===== config.mk =====
export PLATFORM = sky130hd
export DESIGN_NAME = mem_arbiter
export DESIGN_NICKNAME = d
export VERILOG_FILES = /design/src/rtl/mem_arbiter.sv
export SDC_FILE = /design/constraint.sdc
export NUM_CORES = 1
export LEC_CHECK = 0
export CORE_ASPECT_RATIO = 1.1
export CORE_MARGIN = 5
export CORE_UTILIZATION = 34
export DETAILED_ROUTE_END_ITERATION = 7
export GPL_ROUTABILITY_DRIVEN = 0
export PLACE_DENSITY = 0.81
export SYNTH_ARGS = -nofsm -noshare
export SYNTH_HDL_FRONTEND = slang
export SYNTH_SLANG_ARGS = --single-unit

===== constraint.sdc =====
create_clock -name clk -period 3.9 [get_ports clk]
set_input_delay 0.975 -clock clk [delete_from_list [all_inputs] [get_ports clk]]
set_output_delay 0.975 -clock clk [all_outputs]
set_load 0.05 [all_outputs]

===== src/rtl/mem_arbiter.sv =====
// mem_arbiter: two-port round-robin arbiter and sequencer for the core's
// single unified instruction/data memory.
//
// Ports:
//   clk, rst            clock (rising edge), async active-high reset
//   m0_req/we/addr/wdata   port 0 (datapath) request, held until ready
//   m0_ready, m0_rdata     port 0 one-cycle completion pulse, read data
//   m1_*                   same as port 0, for the loader/DMA port
//   mem_en, mem_we         memory access strobe and write enable
//   mem_addr, mem_wdata    memory address and write data
//   mem_rdata              memory read data, valid LAT cycles after mem_en
//   busy                   high whenever a transaction is in progress
//   grant                  one-hot owner of the current transaction
//
// Every output is a register or a decode of registered state, so no
// combinational path exists from any input to any output.
module mem_arbiter #(
    parameter int AW  = 32,
    parameter int DW  = 32,
    parameter int LAT = 1
) (
    input  logic          clk,
    input  logic          rst,

    input  logic          m0_req,
    input  logic          m0_we,
    input  logic [AW-1:0] m0_addr,
    input  logic [DW-1:0] m0_wdata,
    output logic          m0_ready,
    output logic [DW-1:0] m0_rdata,

    input  logic          m1_req,
    input  logic          m1_we,
    input  logic [AW-1:0] m1_addr,
    input  logic [DW-1:0] m1_wdata,
    output logic          m1_ready,
    output logic [DW-1:0] m1_rdata,

    output logic          mem_en,
    output logic          mem_we,
    output logic [AW-1:0] mem_addr,
    output logic [DW-1:0] mem_wdata,
    input  logic [DW-1:0] mem_rdata,

    output logic          busy,
    output logic [1:0]    grant
);

    typedef enum logic [1:0] {
        IDLE,
        ISSUE,
        WAIT,
        RESP
    } state_t;

    localparam logic [3:0] LAT_C = 4'(LAT);

    state_t        state;
    state_t        state_nx;

    // last: index of the most recently granted port (1 = port 1).
    logic          last;
    logic          last_nx;
    logic [1:0]    grant_q;
    logic [1:0]    grant_nx;
    logic          we_q;
    logic          we_nx;
    logic [AW-1:0] addr_q;
    logic [AW-1:0] addr_nx;
    logic [DW-1:0] wdata_q;
    logic [DW-1:0] wdata_nx;
    logic [3:0]    cnt;
    logic [3:0]    cnt_nx;
    logic [DW-1:0] rdata_q;
    logic [DW-1:0] rdata_nx;

    // Port 1 wins when it is the only requester, or on a tie when
    // port 0 was the last one served.
    logic          pick1;
    logic          any_req;

    assign any_req = m0_req | m1_req;
    assign pick1   = m1_req & (~m0_req | ~last);

    always_ff @(posedge clk or posedge rst) begin
        if (rst) begin
            state   <= IDLE;
            last    <= 1'b1;
            grant_q <= 2'b00;
            we_q    <= 1'b0;
            addr_q  <= '0;
            wdata_q <= '0;
            cnt     <= 4'd0;
            rdata_q <= '0;
        end else begin
            state   <= state_nx;
            last    <= last_nx;
            grant_q <= grant_nx;
            we_q    <= we_nx;
            addr_q  <= addr_nx;
            wdata_q <= wdata_nx;
            cnt     <= cnt_nx;
            rdata_q <= rdata_nx;
        end
    end

    always_comb begin
        state_nx = state;
        last_nx  = last;
        grant_nx = grant_q;
        we_nx    = we_q;
        addr_nx  = addr_q;
        wdata_nx = wdata_q;
        cnt_nx   = cnt;
        rdata_nx = rdata_q;

        unique case (state)
            IDLE: begin
                if (any_req) begin
                    last_nx  = pick1;
                    grant_nx = pick1 ? 2'b10 : 2'b01;
                    we_nx    = pick1 ? m1_we    : m0_we;
                    addr_nx  = pick1 ? m1_addr  : m0_addr;
                    wdata_nx = pick1 ? m1_wdata : m0_wdata;
                    state_nx = ISSUE;
                end
            end
            ISSUE: begin
                cnt_nx   = 4'd1;
                state_nx = WAIT;
            end
            WAIT: begin
                cnt_nx = cnt + 4'd1;
                // cnt counts cycles since the strobe; the memory word is
                // on mem_rdata exactly when it reaches LAT.
                if (cnt == LAT_C) begin
                    rdata_nx = mem_rdata;
                    state_nx = RESP;
                end
            end
            RESP: begin
                grant_nx = 2'b00;
                state_nx = IDLE;
            end
            default: begin
                state_nx = IDLE;
            end
        endcase
    end

    assign mem_en    = (state == ISSUE);
    assign mem_we    = (state == ISSUE) & we_q;
    assign mem_addr  = addr_q;
    assign mem_wdata = wdata_q;

    assign busy  = (state != IDLE);
    assign grant = grant_q;

    assign m0_ready = (state == RESP) & grant_q[0];
    assign m1_ready = (state == RESP) & grant_q[1];

    // One shared capture register feeds both ports; data is only
    // meaningful alongside the owner's ready pulse.
    assign m0_rdata = rdata_q;
    assign m1_rdata = rdata_q;

endmodule


==> run summary, run 1 <==
antenna violations before repair - 1
Power Density - 1052 mW/mm²
Max Clock Freq - 328.9 MHz
fillers - 1254
Post-Syn Area - 0.005051 mm²
Via Count - 4486
vias in the first global route - 4362
total gr overflow - 0
Reg area - 0.002654 mm²
fin crit period - 3040 ps
result of the run - finished clean
hold_sp - m0_rdata[11]$_DFFE_PP0P_
VDD IR-drop max - 0.0004630 V
Hold Crit Endpoint - m0_rdata[11]$_DFFE_PP0P_
nets - 932
final setup fails - 0
CTS Sinks - 106
# port buffers - 300
Reg clk slew, reported paths - 70 ps
die height - 137.8 µm
DP HPWL - 12170 µm
Data arrival, critical path - 2070 ps
largest net degree at the start of global routing - 91
Worst Tran Pin Value - 736.6 ps
RR Startpoint - cnt[1]$_DFFE_PP0P_
Worst EP required - 2920 ps
hold_ws - 544.6 ps
Seq/Total Area, Yosys - 52.54%
die area - 0.01740 mm²
initial core utilization - 34.83%
drt first pass iters - 4
share of post-route cells with drive strength above 1 - 8.115%
final hold vios - 0
reg2reg setup slack - 1750 ps
Mapped Cells - 507
hold depth - 1
worst setup path category - reg2out
#FFs+latches synth - 106
Setup Buffers After CTS - 0
synthesis warning total - 0
maximum buffer depth of the clock tree - 2
Routed wire per std cell - 16.37 µm
Mapped Avg Cell Area - 9.963 µm²
final cycle utilization of the critical path - 77.96%
Post-Route WL - 15650 µm
Net Count, Synth - 679
DR vias/cell - 4.692
first-pass GRT wire length - 23090 µm
hold-fix buffers at CTS - 0
Iteration-0 DRC Markers - 185
synth unique cells - 30
crit path launch type - flop
Overall Power - 0.008676 W
Total GRT Usage - 17.11%
clock root cell - clkbuf_16
Area Growth Syn to Fin - 63.22%
DIE WIDTH - 126.2 µm
diodes inserted - 0
CTS Buf Count - 9
max-cap violations - 0
Placed Area - 0.007950 mm²
Final ANT Viol Nets - 0
worst min path class - reg2reg
multi-input logic area - 0.001942 mm²
R2R Path End - m0_rdata[7]$_DFFE_PP0P_
Design Area, Final - 0.008244 mm²
final worst clock skew - 9.139 ps
Slew headroom - 50.89%
Static Leak - 3.434 nW
IO Count - 301
number of gates resized after cts - 0
CTS tree - done
htree depth - 3
R2R depth - 5
CP max FO - 10
Setup TNS Final - 0 ps
CP Capture Type - output pin
core area - 0.01450 mm²
Std-Cell Rows - 46
Skew-Pair Late Insertion Delay - 350 ps
Pins Over Slew Limit - 0
DR DRC count - 0
RSZ-0062 raised after global routing - no
[Yosys cell counts]
| library cell | count | area [µm²] |
|---|---|---|
| dfstp_2 | 1 | 26.28 |
| a21boi_1 | 1 | 7.510 |
| mux2_2 | 4 | 45.04 |
| buf_4 | 36 | 270.3 |
| and2_1 | 3 | 18.77 |
| o21a_1 | 1 | 7.510 |
| dfrtp_1 | 105 | 2628 |
| a22oi_2 | 1 | 12.51 |
| o311ai_0 | 1 | 8.760 |
| ha_1 | 6 | 75.07 |
| a21bo_2 | 1 | 10.01 |
| nor2_8 | 1 | 20.02 |
| inv_1 | 7 | 26.28 |
| clkbuf_1 | 6 | 22.52 |
| a21oi_1 | 2 | 10.01 |
| a32o_1 | 1 | 10.01 |
| or3b_4 | 1 | 11.26 |
| nor2_1 | 67 | 251.5 |
| buf_12 | 3 | 60.06 |
| o22a_1 | 1 | 8.760 |
| mux2_4 | 30 | 450.4 |
| buf_2 | 19 | 95.09 |
| nand2b_1 | 3 | 18.77 |
| o2bb2ai_1 | 1 | 8.760 |
| nand3_1 | 2 | 10.01 |
| o22ai_1 | 1 | 6.260 |
| a31oi_1 | 67 | 419.2 |
| a22o_1 | 1 | 8.760 |
| o21ai_0 | 1 | 5.000 |
| nand2_1 | 133 | 499.2 |
[final cells by class]
type,count,share of cell area [%]
multi-input combinational,330,23.55
clock buffer,11,2.944
sequential,106,32.19
inverter,7,0.3491
tap,192,2.914
clock inverter,4,0.6222
timing repair buffer,306,37.43
[worst max-delay path by stage]
stage	from	to	slack [ps]
finish	state[0]$_DFFE_PP0P_	busy	860
global route	state[0]$_DFFE_PP0P_	busy	760
CTS	state[0]$_DFFE_PP0P_	busy	840
detailed placement	m0_req	mem_addr[19]$_DFFE_PP0P_	1080
global placement	m0_req	mem_addr[13]$_DFFE_PP0P_	1150
floorplan	rst	cnt[0]$_DFFE_PP0P_	140
[worst max-delay path: stages (launching register included)]
cell	delay, ps
dfrtp_1	400
inv_1	80
ha_1	330
inv_1	90
clkdlybuf4s50_1	820
[logic make-up (layout without fill, tap and decap cells)]
| logic type | Yosys count | count (layout) | share of synthesized area [%] |
|---|---|---|---|
| AOI/OAI and AO/OA | 80 | 80 | 10.35 |
| adders and majority gates | 6 | 6 | 1.486 |
| buffers and inverters | 71 | 328 | 9.388 |
| DFF | 106 | 106 | 52.54 |
| muxes | 34 | 34 | 9.809 |
| and+or+nand+nor | 210 | 210 | 16.42 |
[power by group]
part,switching [W],internal (W),total (W)
registers,0.000380,0.00167,0.00205
logic,0.00365,0.00206,0.00571
clock network,0.000403,0.000514,0.000917
[metrics by stage]
stage	setup slack, ps	instances	util, %
2_1_floorplan	137.8	507	-
3_3_place_gp	1153	941	54.81
3_5_place_dp	1076	941	54.81
4_1_cts	843.3	956	56.84
5_1_grt	762.1	956	56.84
6_report	859.6	956	56.84
[flip-flops by register name, summed over array words and instances (netlist names)]
| signal | cells |
|---|---|
| m0_rdata | 32 |
| mem_addr | 32 |
| mem_wdata | 32 |
| cnt | 4 |
| grant | 2 |
| state | 2 |
| last | 1 |
| we_q | 1 |
[per-layer routing]
layer	wire, µm	GRT usage, %	share of wire (%)	up-vias
met5	18	0	0.11	-
met2	7701	29.51	49	225
li1	-	-	-	2170
met3	1748	8.143	11	26
met1	5855	18.52	37	2063
met4	331	5.900	2.1	2
[placed cells by master, fill, tap and decap left out, types with 4 or more instances in the layout]
cell             Yosys  routed
nand2_1            133     133
ha_1                 6       6
mux2_4              30      30
clkbuf_16            0       9
inv_1                7       6
clkdlybuf4s50_1      0     300
mux2_2               4       4
nor2_1              67      67
a31oi_1             67      67
dfrtp_1            105     105
No activity file was read; power rests on OpenSTA's default activity.
==> inputs of run 2 (changes only) <==
- clock period: 3.9 -> 2.6 ns (I/O delays scaled with it)
==> run summary, run 2 (synthesized netlist as in run 1, its figures left out) <==
result of the run - finished clean
drt first pass iters - 4
crit-path max cell delay - 800 ps
die area - 0.01740 mm²
Final ANT Viol Nets - 0
first-pass GRT wire length - 23760 µm
DR DRC count - 0
RSZ-0062 raised after global routing - no
worst min path class - reg2reg
Reg clk slew, reported paths - 70 ps
final worst setup slack - 152.2 ps
Iteration-0 DRC Markers - 196
VDD IR-drop max - 0.0006671 V
final hold vios - 0
R2R depth - 6
vias in the first global route - 4453
Data arrival, critical path - 1800 ps
core area - 0.01450 mm²
CTS tree - done
commonest non-fill, non-tap cell in the layout - clkdlybuf4s50_1
CTS Buf Count - 9
CTS Sinks - 106
Static Leak - 3.503 nW
DP HPWL - 12580 µm
Skew-Pair Late Insertion Delay - 340 ps
diodes inserted - 0
Worst EP required - 1950 ps
most frequent cells in the layout - 296 x clkdlybuf4s50_1, 133 x nand2_1, 105 x dfrtp_1
fin crit period - 2448 ps
critical-path cell with the highest stage delay - clkdlybuf4s50_1
clock root cell - clkbuf_16
Setup TNS Final - 0 ps
Area Growth Syn to Fin - 65.25%
Setup Buffers After CTS - 0
DR vias/cell - 4.683
largest net degree at the start of global routing - 107
CP Buf/Inv Count - 2
CP Capture Type - output pin
antenna violations before repair - 0
Worst Tran Pin Value - 640.8 ps
htree depth - 3
final cycle utilization of the critical path - 94.15%
nets - 938
Worst path depth - 3
Power Density - 1567 mW/mm²
# port buffers - 300
pre-CTS setup slack - 307.9 ps
crit-path cells - inv_1, ha_1, clkdlybuf4s50_1
Total GRT Usage - 17.66%
crit path launch type - flop
Std-Cell Rows - 46
Post-Route WL - 16310 µm
cell family with most CP delay - buffers and inverters
fin util - 57.55%
Pins Over Slew Limit - 0
hold_ws - 542.0 ps
share of post-route cells with drive strength above 1 - 9.209%
worst setup path category - reg2out
initial core utilization - 34.83%
DIE WIDTH - 126.2 µm
final worst clock skew - 6.985 ps
Via Count - 4510
Routed wire per std cell - 16.93 µm
Slew headroom - 57.15%
final setup fails - 0
maximum buffer depth of the clock tree - 2
max-cap violations - 0
Max Clock Freq - 408.5 MHz
IO Count - 301
hold depth - 1
total gr overflow - 0
CP max FO - 4
die height - 137.8 µm
-- run 2: cell count changes in the layout (fill, tap and decap cells not counted), sizes merged --
cell | previous run | this run
clkdlybuf4s50 | 300 | 296
dlymetal6s2s | 0 | 1
dlygate4sd2 | 0 | 2
clkinv | 1 | 4
clkbuf | 11 | 9
bufinv | 1 | 0
clkinvlp | 1 | 2
buf | 6 | 13
-- run 2: final cells by class --
type / count / area, µm²
sequential: 106 / 2654
timing repair buffer: 312 / 3203
fill: 1261 / 6157
tap: 192 / 240.2
inverter: 7 / 30.03
clock inverter: 7 / 52.55
clock buffer: 9 / 225.2
multi-input combinational: 330 / 1942
-- run 2: path summary, 6_finish.rpt --
kind	startpoint	slack [ps]	to
setup / recovery	state[1]$_DFFE_PP0P_	150	mem_en
hold / removal	cnt[2]$_DFFE_PP0P_	540	cnt[2]$_DFFE_PP0P_
setup reg to reg	state[0]$_DFFE_PP0P_	730	mem_addr[13]$_DFFE_PP0P_
hold reg to reg	cnt[2]$_DFFE_PP0P_	540	cnt[2]$_DFFE_PP0P_
max in group asynchronous	rst	1350	mem_addr[22]$_DFFE_PP0P_
min in group asynchronous	rst	810	m0_rdata[19]$_DFFE_PP0P_
-- run 2: timing repair --
| item | CTS | global route |
|---|---|---|
| resized for setup | 2 | 1 |
| setup endpoints to repair | 2 | 1 |
| hold buffers | 0 | 0 |
-- run 2: where the power goes --
group	switching (W)	total (W)	internal, W	leakage [nW]
Clock	0.000635	0.00129	0.000657	0.136
Sequential	0.000583	0.00308	0.00250	1.21
Combinational	0.00552	0.00871	0.00319	2.15
Total	0.00674	0.0131	0.00635	3.50
-- run 2: routing by layer --
layer | global-route usage (%) | routed length [µm] | vias up | share of wire [%]
met4 | 6.257 | 279 | 0 | 1.7
met3 | 5.816 | 1519 | 17 | 9.3
met1 | 19.42 | 6234 | 2094 | 38
met2 | 31.99 | 8272 | 213 | 51
met5 | 0 | 0 | - | 0
li1 | - | - | 2186 | -
-- run 2: worst register-to-register path, stage by stage, from the launching register on --
cell and delay, ps:
dfrtp_1 430, inv_1 100, ha_1 400, o21a_4 390, buf_12 240, nor2_1 70, a31oi_1 160
-- run 2: per-stage QoR --
| stage | power (W) | area [µm²] | instances |
|---|---|---|---|
| 4_1_cts | 0.01323 | 8344 | 963 |
| 3_3_place_gp | 0.01175 | 8069 | 947 |
| 2_1_floorplan | 0.009259 | 5055 | 507 |
| 5_1_grt | 0.01369 | 8347 | 963 |
| 6_report | 0.01308 | 8347 | 963 |
| 3_5_place_dp | 0.01190 | 8069 | 947 |
